**config.mk**
```make
export PLATFORM = sky130hd
export DESIGN_NAME = pulse_shaper
export DESIGN_NICKNAME = d
export VERILOG_FILES = /design/src/rtl/pulse_shaper_pkg.sv /design/src/rtl/pulse_shaper_counter.sv /design/src/rtl/pulse_shaper.sv
export SDC_FILE = /design/constraint.sdc
export NUM_CORES = 1
export LEC_CHECK = 0
export ABC_AREA = 1
export CORE_MARGIN = 2
export CORE_UTILIZATION = 30
export CTS_BUF_LIST = sky130_fd_sc_hd__clkbuf_8
export CTS_CLUSTER_DIAMETER = 30
export CTS_CLUSTER_SIZE = 24
export DETAILED_ROUTE_END_ITERATION = 10
export DONT_BUFFER_PORTS = 1
export PLACE_DENSITY = 0.5
export SYNTH_ARGS = -nofsm -noshare
export SYNTH_HDL_FRONTEND = slang
export SYNTH_HIERARCHICAL = 1
export SYNTH_SLANG_ARGS = --single-unit
```
**constraint.sdc**
```tcl
create_clock -name clk -period 3.1 [get_ports clk]
set_input_delay 0.155 -clock clk [delete_from_list [all_inputs] [get_ports clk]]
set_output_delay 0.155 -clock clk [all_outputs]
set_load 0.03 [all_outputs]
```
**src/rtl/pulse_shaper_pkg.sv**
```systemverilog
// Shared constants for the pulse shaper: FSM state encodings and default widths.
package pulse_shaper_pkg;

    localparam int unsigned CNT_WIDTH_DEF    = 32;
    localparam int unsigned MISSED_WIDTH_DEF = 16;

    localparam logic [1:0] IDLE  = 2'd0;
    localparam logic [1:0] DELAY = 2'd1;
    localparam logic [1:0] HIGH  = 2'd2;

endpackage

```
**src/rtl/pulse_shaper_counter.sv**
```systemverilog
// Loadable down-counter shared by the DELAY and HIGH phases; holds at zero.
module pulse_shaper_counter
    import pulse_shaper_pkg::*;
#(
    parameter int unsigned W = CNT_WIDTH_DEF
) (
    input  logic         clk,
    input  logic         rst,
    input  logic         load,
    input  logic         en,
    input  logic [W-1:0] load_val,
    output logic         tc_c
);

    logic [W-1:0] cnt_q;

    // Load has priority over decrement; never wraps below zero.
    always_ff @(posedge clk or posedge rst) begin
        if (rst) begin
            cnt_q <= '0;
        end else if (load) begin
            cnt_q <= load_val;
        end else if (en && (cnt_q != '0)) begin
            cnt_q <= cnt_q - W'(1);
        end
    end

    assign tc_c = (cnt_q == '0);

endmodule

```
**src/rtl/pulse_shaper.sv**
```systemverilog
// Pulse shaper: turns a one-cycle trigger into a delayed level pulse of
// programmable width and counts triggers dropped while busy.
// Optional build macro PULSE_SHAPER_RETRIGGER_EN: a trigger during the high
// phase restarts the high phase with the current width instead of being dropped.
module pulse_shaper
    import pulse_shaper_pkg::*;
#(
    parameter int unsigned CNT_WIDTH    = CNT_WIDTH_DEF,
    parameter int unsigned MISSED_WIDTH = MISSED_WIDTH_DEF
) (
    input  logic                    clk,
    input  logic                    rst,
    input  logic                    trig,
    input  logic [CNT_WIDTH-1:0]    delay,
    input  logic [CNT_WIDTH-1:0]    width,
    input  logic                    missed_clr,
    output logic                    dout,
    output logic                    busy,
    output logic                    done,
    output logic [MISSED_WIDTH-1:0] missed_cnt
);

    logic [1:0]           state_q;
    logic [1:0]           state_nxt;
    logic [CNT_WIDTH-1:0] width_q;
    logic [CNT_WIDTH-1:0] cnt_val;
    logic                 cnt_load;
    logic                 cnt_en;
    logic                 cnt_tc_c;
    logic                 width_ld;
    logic                 miss_inc;
    logic                 dout_nxt;
    logic                 busy_nxt;
    logic                 done_nxt;

    pulse_shaper_counter #(.W(CNT_WIDTH)) u_counter (
        .clk      (clk),
        .rst      (rst),
        .load     (cnt_load),
        .en       (cnt_en),
        .load_val (cnt_val),
        .tc_c     (cnt_tc_c)
    );

    // State register plus width captured at trigger acceptance.
    always_ff @(posedge clk or posedge rst) begin
        if (rst) begin
            state_q <= IDLE;
            width_q <= '0;
        end else begin
            state_q <= state_nxt;
            if (width_ld) begin
                width_q <= width;
            end
        end
    end

    // Next state, counter control and next values of the registered outputs.
    always_comb begin
        state_nxt = state_q;
        cnt_load  = 1'b0;
        cnt_en    = 1'b0;
        cnt_val   = '0;
        width_ld  = 1'b0;
        miss_inc  = 1'b0;
        dout_nxt  = 1'b0;
        busy_nxt  = 1'b0;
        done_nxt  = 1'b0;
        case (state_q)
            IDLE: begin
                if (trig) begin
                    state_nxt = DELAY;
                    cnt_load  = 1'b1;
                    cnt_val   = delay;
                    width_ld  = 1'b1;
                    busy_nxt  = 1'b1;
                end
            end
            DELAY: begin
                miss_inc = trig;
                if (cnt_tc_c) begin
                    if (width_q == '0) begin
                        state_nxt = IDLE;
                        done_nxt  = 1'b1;
                    end else begin
                        // Entering HIGH is itself the first high cycle.
                        state_nxt = HIGH;
                        cnt_load  = 1'b1;
                        cnt_val   = width_q - CNT_WIDTH'(1);
                        dout_nxt  = 1'b1;
                        busy_nxt  = 1'b1;
                    end
                end else begin
                    cnt_en   = 1'b1;
                    busy_nxt = 1'b1;
                end
            end
            HIGH: begin
`ifdef PULSE_SHAPER_RETRIGGER_EN
                if (trig) begin
                    // Edge R keeps dout high, then width further cycles follow.
                    cnt_load = 1'b1;
                    cnt_val  = width;
                    dout_nxt = 1'b1;
                    busy_nxt = 1'b1;
                end else if (cnt_tc_c) begin
                    state_nxt = IDLE;
                    done_nxt  = 1'b1;
                end else begin
                    cnt_en   = 1'b1;
                    dout_nxt = 1'b1;
                    busy_nxt = 1'b1;
                end
`else
                miss_inc = trig;
                if (cnt_tc_c) begin
                    state_nxt = IDLE;
                    done_nxt  = 1'b1;
                end else begin
                    cnt_en   = 1'b1;
                    dout_nxt = 1'b1;
                    busy_nxt = 1'b1;
                end
`endif
            end
            default: begin
                state_nxt = IDLE;
            end
        endcase
    end

    // Registered outputs and saturating missed-trigger counter (clear wins).
    always_ff @(posedge clk or posedge rst) begin
        if (rst) begin
            dout       <= 1'b0;
            busy       <= 1'b0;
            done       <= 1'b0;
            missed_cnt <= '0;
        end else begin
            dout <= dout_nxt;
            busy <= busy_nxt;
            done <= done_nxt;
            if (missed_clr) begin
                missed_cnt <= '0;
            end else if (miss_inc && (missed_cnt != '1)) begin
                missed_cnt <= missed_cnt + MISSED_WIDTH'(1);
            end
        end
    end

endmodule
```
=== Word level (Yosys, flattened, before mapping) ===
Index checks and enable logic that the tools add are counted.

* Add/sub/neg operators: 3
* Multiply operators: 0
* Divide/modulo/power cells: 0
* $lt $le $gt $ge: 0
* Equal/unequal tests: 6
* Shifts and indexed selects: 0
* Multiplexer cells: 28
* Bitwise logic cells: 0
* Reductions and logical operators: 10

{| class="wikitable"
|+ Operator list
! cell !! number
|-
| $mux 32 || 5
|-
| $logic_not 32->1 || 2
|-
| $pmux 32 s2 || 1
|-
| $sub 32x1->32 const B || 2
|-
| $mux 16 || 2
|-
| $reduce_bool 32->1 || 1
|-
| $add 16x1->16 const B || 1
|-
| $ne 16x16->1 const B || 1
|-
| $mux 1 || 11
|-
| $mux 2 || 4
|-
| $ne 2x2->1 const B || 3
|-
| $pmux 1 s2 || 3
|-
| $pmux 2 s3 || 1
|-
| $reduce_bool 2->1 || 2
|-
| $pmux 1 s3 || 1
|-
| $reduce_and 3->1 || 1
|-
| $eq 2x1->1 const B || 1
|-
| $eq 2x2->1 const B || 1
|-
| $logic_and 1x1->1 || 2
|-
| $logic_not 2->1 || 1
|-
| $reduce_or 2->1 || 1
|}

* Register bits after elaboration: 85
* Latch bits: 0
* RAM bits: 0
* Bits in read-only memories: 0
* Input port bits: 68
* Output and inout bits: 19
* Word-level logic and storage cells: 54
* Memories kept: 0

=== Logic depth before layout (Yosys ltp) ===
* Depth after elaboration: 6
* Gate-level depth with buffers: 16

=== Hierarchy ===
The synthesis kept the hierarchy.

{| class="wikitable"
|+ Modules (own cells, without submodules)
! module !! instances !! cells each !! area each (um^2) !! seq. area each (um^2)
|-
| pulse_shaper || 1 || 549 || 3797.4 || 1326.3
|-
| pulse_shaper_counter || 1 || 416 || 2519.9 || 800.8
|}

=== Worst setup path before layout ===
OpenSTA, ideal clock, no wires.

* Path type: register to register
* Start: reg u_counter.cnt_q[0]
* End: reg u_counter.cnt_q[23]
* Library setup time: 0.117 ns
* Data arrival time: 2.624 ns
* Required time: 2.983 ns
* Setup slack: 0.359 ns
* Stages on the path, launching flop included: 15
* Buffers on the path: 2
* Period minus slack after synthesis: 2.741 ns
* Path through: dfrtp_1 > inv_1 > ha_1 > nand2_2 > nor2_4 > nand3_1 > nor3_1 > nand2_4 > buf_12 > nand2_2 > inv_1 > clkbuf_1 > or2_2 > nand3_1 > nand2_1

* Elaborated cells between the ends (all ways): 13
* Classes of those cells: add/sub: 1; mux: 8; reduce/logical: 4

{| class="wikitable"
|+ RTL lines
! item !! line !! source
|-
| from (decl) || pulse_shaper_counter.sv:15 || <nowiki>logic [W-1:0] cnt_q;</nowiki>
|-
| from (signal assigned) || pulse_shaper_counter.sv:22 || <nowiki>cnt_q <= load_val;</nowiki>
|-
| from (signal assigned) || pulse_shaper_counter.sv:24 || <nowiki>cnt_q <= cnt_q - W'(1);</nowiki>
|-
| $logic_not 32->1 (*) || pulse_shaper_counter.sv:28 || <nowiki>assign tc_c = (cnt_q == '0);</nowiki>
|-
| via cnt_tc_c || pulse_shaper.sv:29 || <nowiki>logic cnt_tc_c;</nowiki>
|-
| $mux 1 (*) || pulse_shaper.sv:81 || <nowiki>if (cnt_tc_c) begin</nowiki>
|-
| $pmux 1 s2 (*) || pulse_shaper.sv:69 || <nowiki>case (state_q)</nowiki>
|-
| via cnt_load || pulse_shaper.sv:27 || <nowiki>logic cnt_load;</nowiki>
|-
| $mux 32 / $reduce_bool 2->1 (equally long branches) || -- ||
|}

Mark *: on every way through the listed nets, which the timed path passes. The rest lies on a longest branch. The select of a mux whose other input is x is not followed.
A chain may end at the register's enable or synchronous reset.

=== Worst setup path in the final report ===
Same ends and word-level chain as after synthesis.

==> reports/qor.csv <==
metric,value,unit
# setup viols final,0,
CTS H-tree depth,3,
worst-skew pair later-pin latency,0.38,ns
die span in x,149.1,um
Pins Over Slew Limit,0,
CTS root buf,clkbuf_8,
DR vias/cell,4.590,
WP data arrival,2.84,ns
Setup Skew,0.01709,ns
number of library cell types mapped by synthesis,33,
vias in the first global route,5657,
fmax,0.3891,GHz
cell types occupying the most area after synthesis,"dfrtp_1, nand2_1, nor2_1, inv_1, nand3_1",
Ys Warns,6,
grt total ovfl,0,
status,finished clean,
Place WS,0.5047,ns
leakage power,3.315,nW
setup TNS,0,ns
crit path kind,reg -> reg,
ys async rst share,1.000,
number of remaining DRC errors,0,
synthesized area,6317,um^2
FP Rows,53,
max_cap viols,0,
TritonCTS clock tree,built,
final wirelength,18870,um
via count,5852,
FF-to-FF path depth,14,
syn avg cell area,6.546,um^2
Worst EP required,3.37,ns
first-pass GRT wire length,30590,um
Global Route Usage Sum,0.1777,
Synth Flop Type,dfrtp_1,
RSZ-0062 raised after global routing,no,
Slew HR,0.4130,
P&R area growth vs syn,12.68,%
DP HPWL,14750,um
Starting Density,0.3034,
top post-synthesis cells by count,"nand2_1, nor2_1, inv_1, dfrtp_1, nand3_1",
startpoint types,register,
Longest Clk Path Bufs,2,
1st-iter DRT viols,364,
Routability Congestion,0.8653,
chip height,149.1,um
Worst VDD drop,0.3567,mV
die area,22230,um^2
Num CTS Buffers,9,
hold crit path type,in -> reg,
drt first pass iters,5,
CP max FO,25,
Post-synth EDFFs,0,
Fin. Hold Viols,0,
largest net degree at the start of global routing,53,
register bit total from synthesis,85,
IO Count,87,
initial antenna violation count,0,
remaining antenna violation count after routing,0,
top-count cell post-synth,nand2_1,
post-layout worst setup margin,0.5298,ns
post-synth top area share,0.3367,
n_diodes,0,
Post-Synthesis Net Count,1041,
# port buffers,0,
slew of the pin with the lowest slew margin,0.8796,ns
Pwr Density,859.4,nW/um^2
Clock Sinks,85,
Nets,1071,
Gate Count Post-Synth,965,
Synth area leader,dfrtp_1,
hold path cells,4,
clock slew at reported path FFs,0.10,ns
minimum clock period,2.570,ns
drt wl/cell,14.80,um
layout cells sized above 1,0.08600,
CORE AREA,20820,um^2
fin crit share,0.8291,
# resized after CTS,0,
sequential area share after synthesis,0.3367,
hold slack,0.03796,ns
Crit. End Element,register,
==> sequential cells by signal, indices dropped and copies added, names as in the netlist <==
register and flops:
u_counter/cnt_q 32, done 1, busy 1, missed_cnt 16, dout 1, width_q 32, state_q 2
==> area by class of cell <==
type	count	area (um^2)
tap	275	344.1
sequential	85	2127
multi-input combinational	746	3618
timing repair buffer	44	415.4
inverter	109	410.4
clock inverter	5	51.30
fill	2331	13700
clock buffer	11	151.4
==> critical path, cell delays in order (launching register included) <==
cell	delay, ns
dfrtp_1	0.39
inv_1	0.09
ha_1	0.26
nand2_2	0.11
nor2_4	0.20
nand3_1	0.13
nor3_1	0.18
buf_4	0.18
nand2_4	0.05
nand2_2	0.06
inv_1	0.08
nand2_4	0.24
clkinv_2	0.28
nand2_1	0.14
nand2_1	0.05
==> cells in the final DEF, fill, tap and decap left out, drive strengths merged, types with 2 or more instances in the layout <==
| master | instances |
|---|---|
| nand2 | 317 |
| nor2 | 148 |
| inv | 110 |
| o21ai | 102 |
| dfrtp | 85 |
| nand3 | 79 |
| dlygate4sd3 | 34 |
| xor2 | 29 |
| nand4 | 22 |
| nor3 | 13 |
| clkbuf | 11 |
| buf | 10 |
| or2 | 9 |
| ha | 8 |
| a21oi | 7 |
| xnor2 | 5 |
| o21bai | 3 |
| clkinv | 3 |
| nand3b | 2 |
==> cell families after synthesis <==
| group | synth area share |
|---|---|
| flops | 0.3367 |
| fa+ha+maj | 0.01585 |
| compound gates | 0.1056 |
| simple gates | 0.4042 |
| buf+inv | 0.09051 |
| xor+xnor | 0.04714 |
==> through the flow <==
| stage | instances | power, W | util | cell area (um^2) |
|---|---|---|---|---|
| detailed placement | 1225 | 0.005265 | 0.3158 | 6575 |
| floorplan | 965 | 0.004467 | - | 6317 |
| global route | 1275 | 0.006764 | 0.3418 | 7118 |
| finish | 1275 | 0.006117 | 0.3418 | 7118 |
| global placement | 1225 | 0.005254 | 0.3158 | 6575 |
| CTS | 1275 | 0.006169 | 0.3418 | 7118 |
==> per-layer routing <==
| layer | vias to the layer above | part of all wire | track usage |
|---|---|---|---|
| li1 | 3111 | - | - |
| met1 | 2617 | 0.48 | 0.2479 |
| met2 | 105 | 0.47 | 0.2873 |
| met3 | 19 | 0.036 | 0.02783 |
| met4 | 0 | 0.014 | 0.04619 |
| met5 | - | 0 | 0 |
==> power breakdown <==
group | internal (W) | switching (W) | total [W]
Sequential | 0.00152 | 0.000503 | 0.00202
Clock | 0.000412 | 0.000436 | 0.000848
Combinational | 0.00103 | 0.00222 | 0.00325
==> timing repair <==
action / 4_1_cts / 5_1_grt
setup buffers: 0 / 0
endpoints found under the hold margin: 88 / 0
hold buffers: 34 / 0
==> final timing paths <==
check                                          startpoint  slack (ns)                         endpoint
min                                             delay[16]        0.04  u_counter/cnt_q[16]$_DFFE_PP0P_
max                        u_counter/cnt_q[0]$_DFFE_PP0P_        0.53  u_counter/cnt_q[23]$_DFFE_PP0P_
max reg2reg                u_counter/cnt_q[0]$_DFFE_PP0P_        0.53  u_counter/cnt_q[23]$_DFFE_PP0P_
min reg2reg                u_counter/cnt_q[0]$_DFFE_PP0P_        0.50   u_counter/cnt_q[0]$_DFFE_PP0P_
max in group asynchronous                             rst        1.91  u_counter/cnt_q[24]$_DFFE_PP0P_
min in group asynchronous                             rst        0.44       missed_cnt[15]$_DFFE_PP0P_
Power figures use the tool's default switching activity.
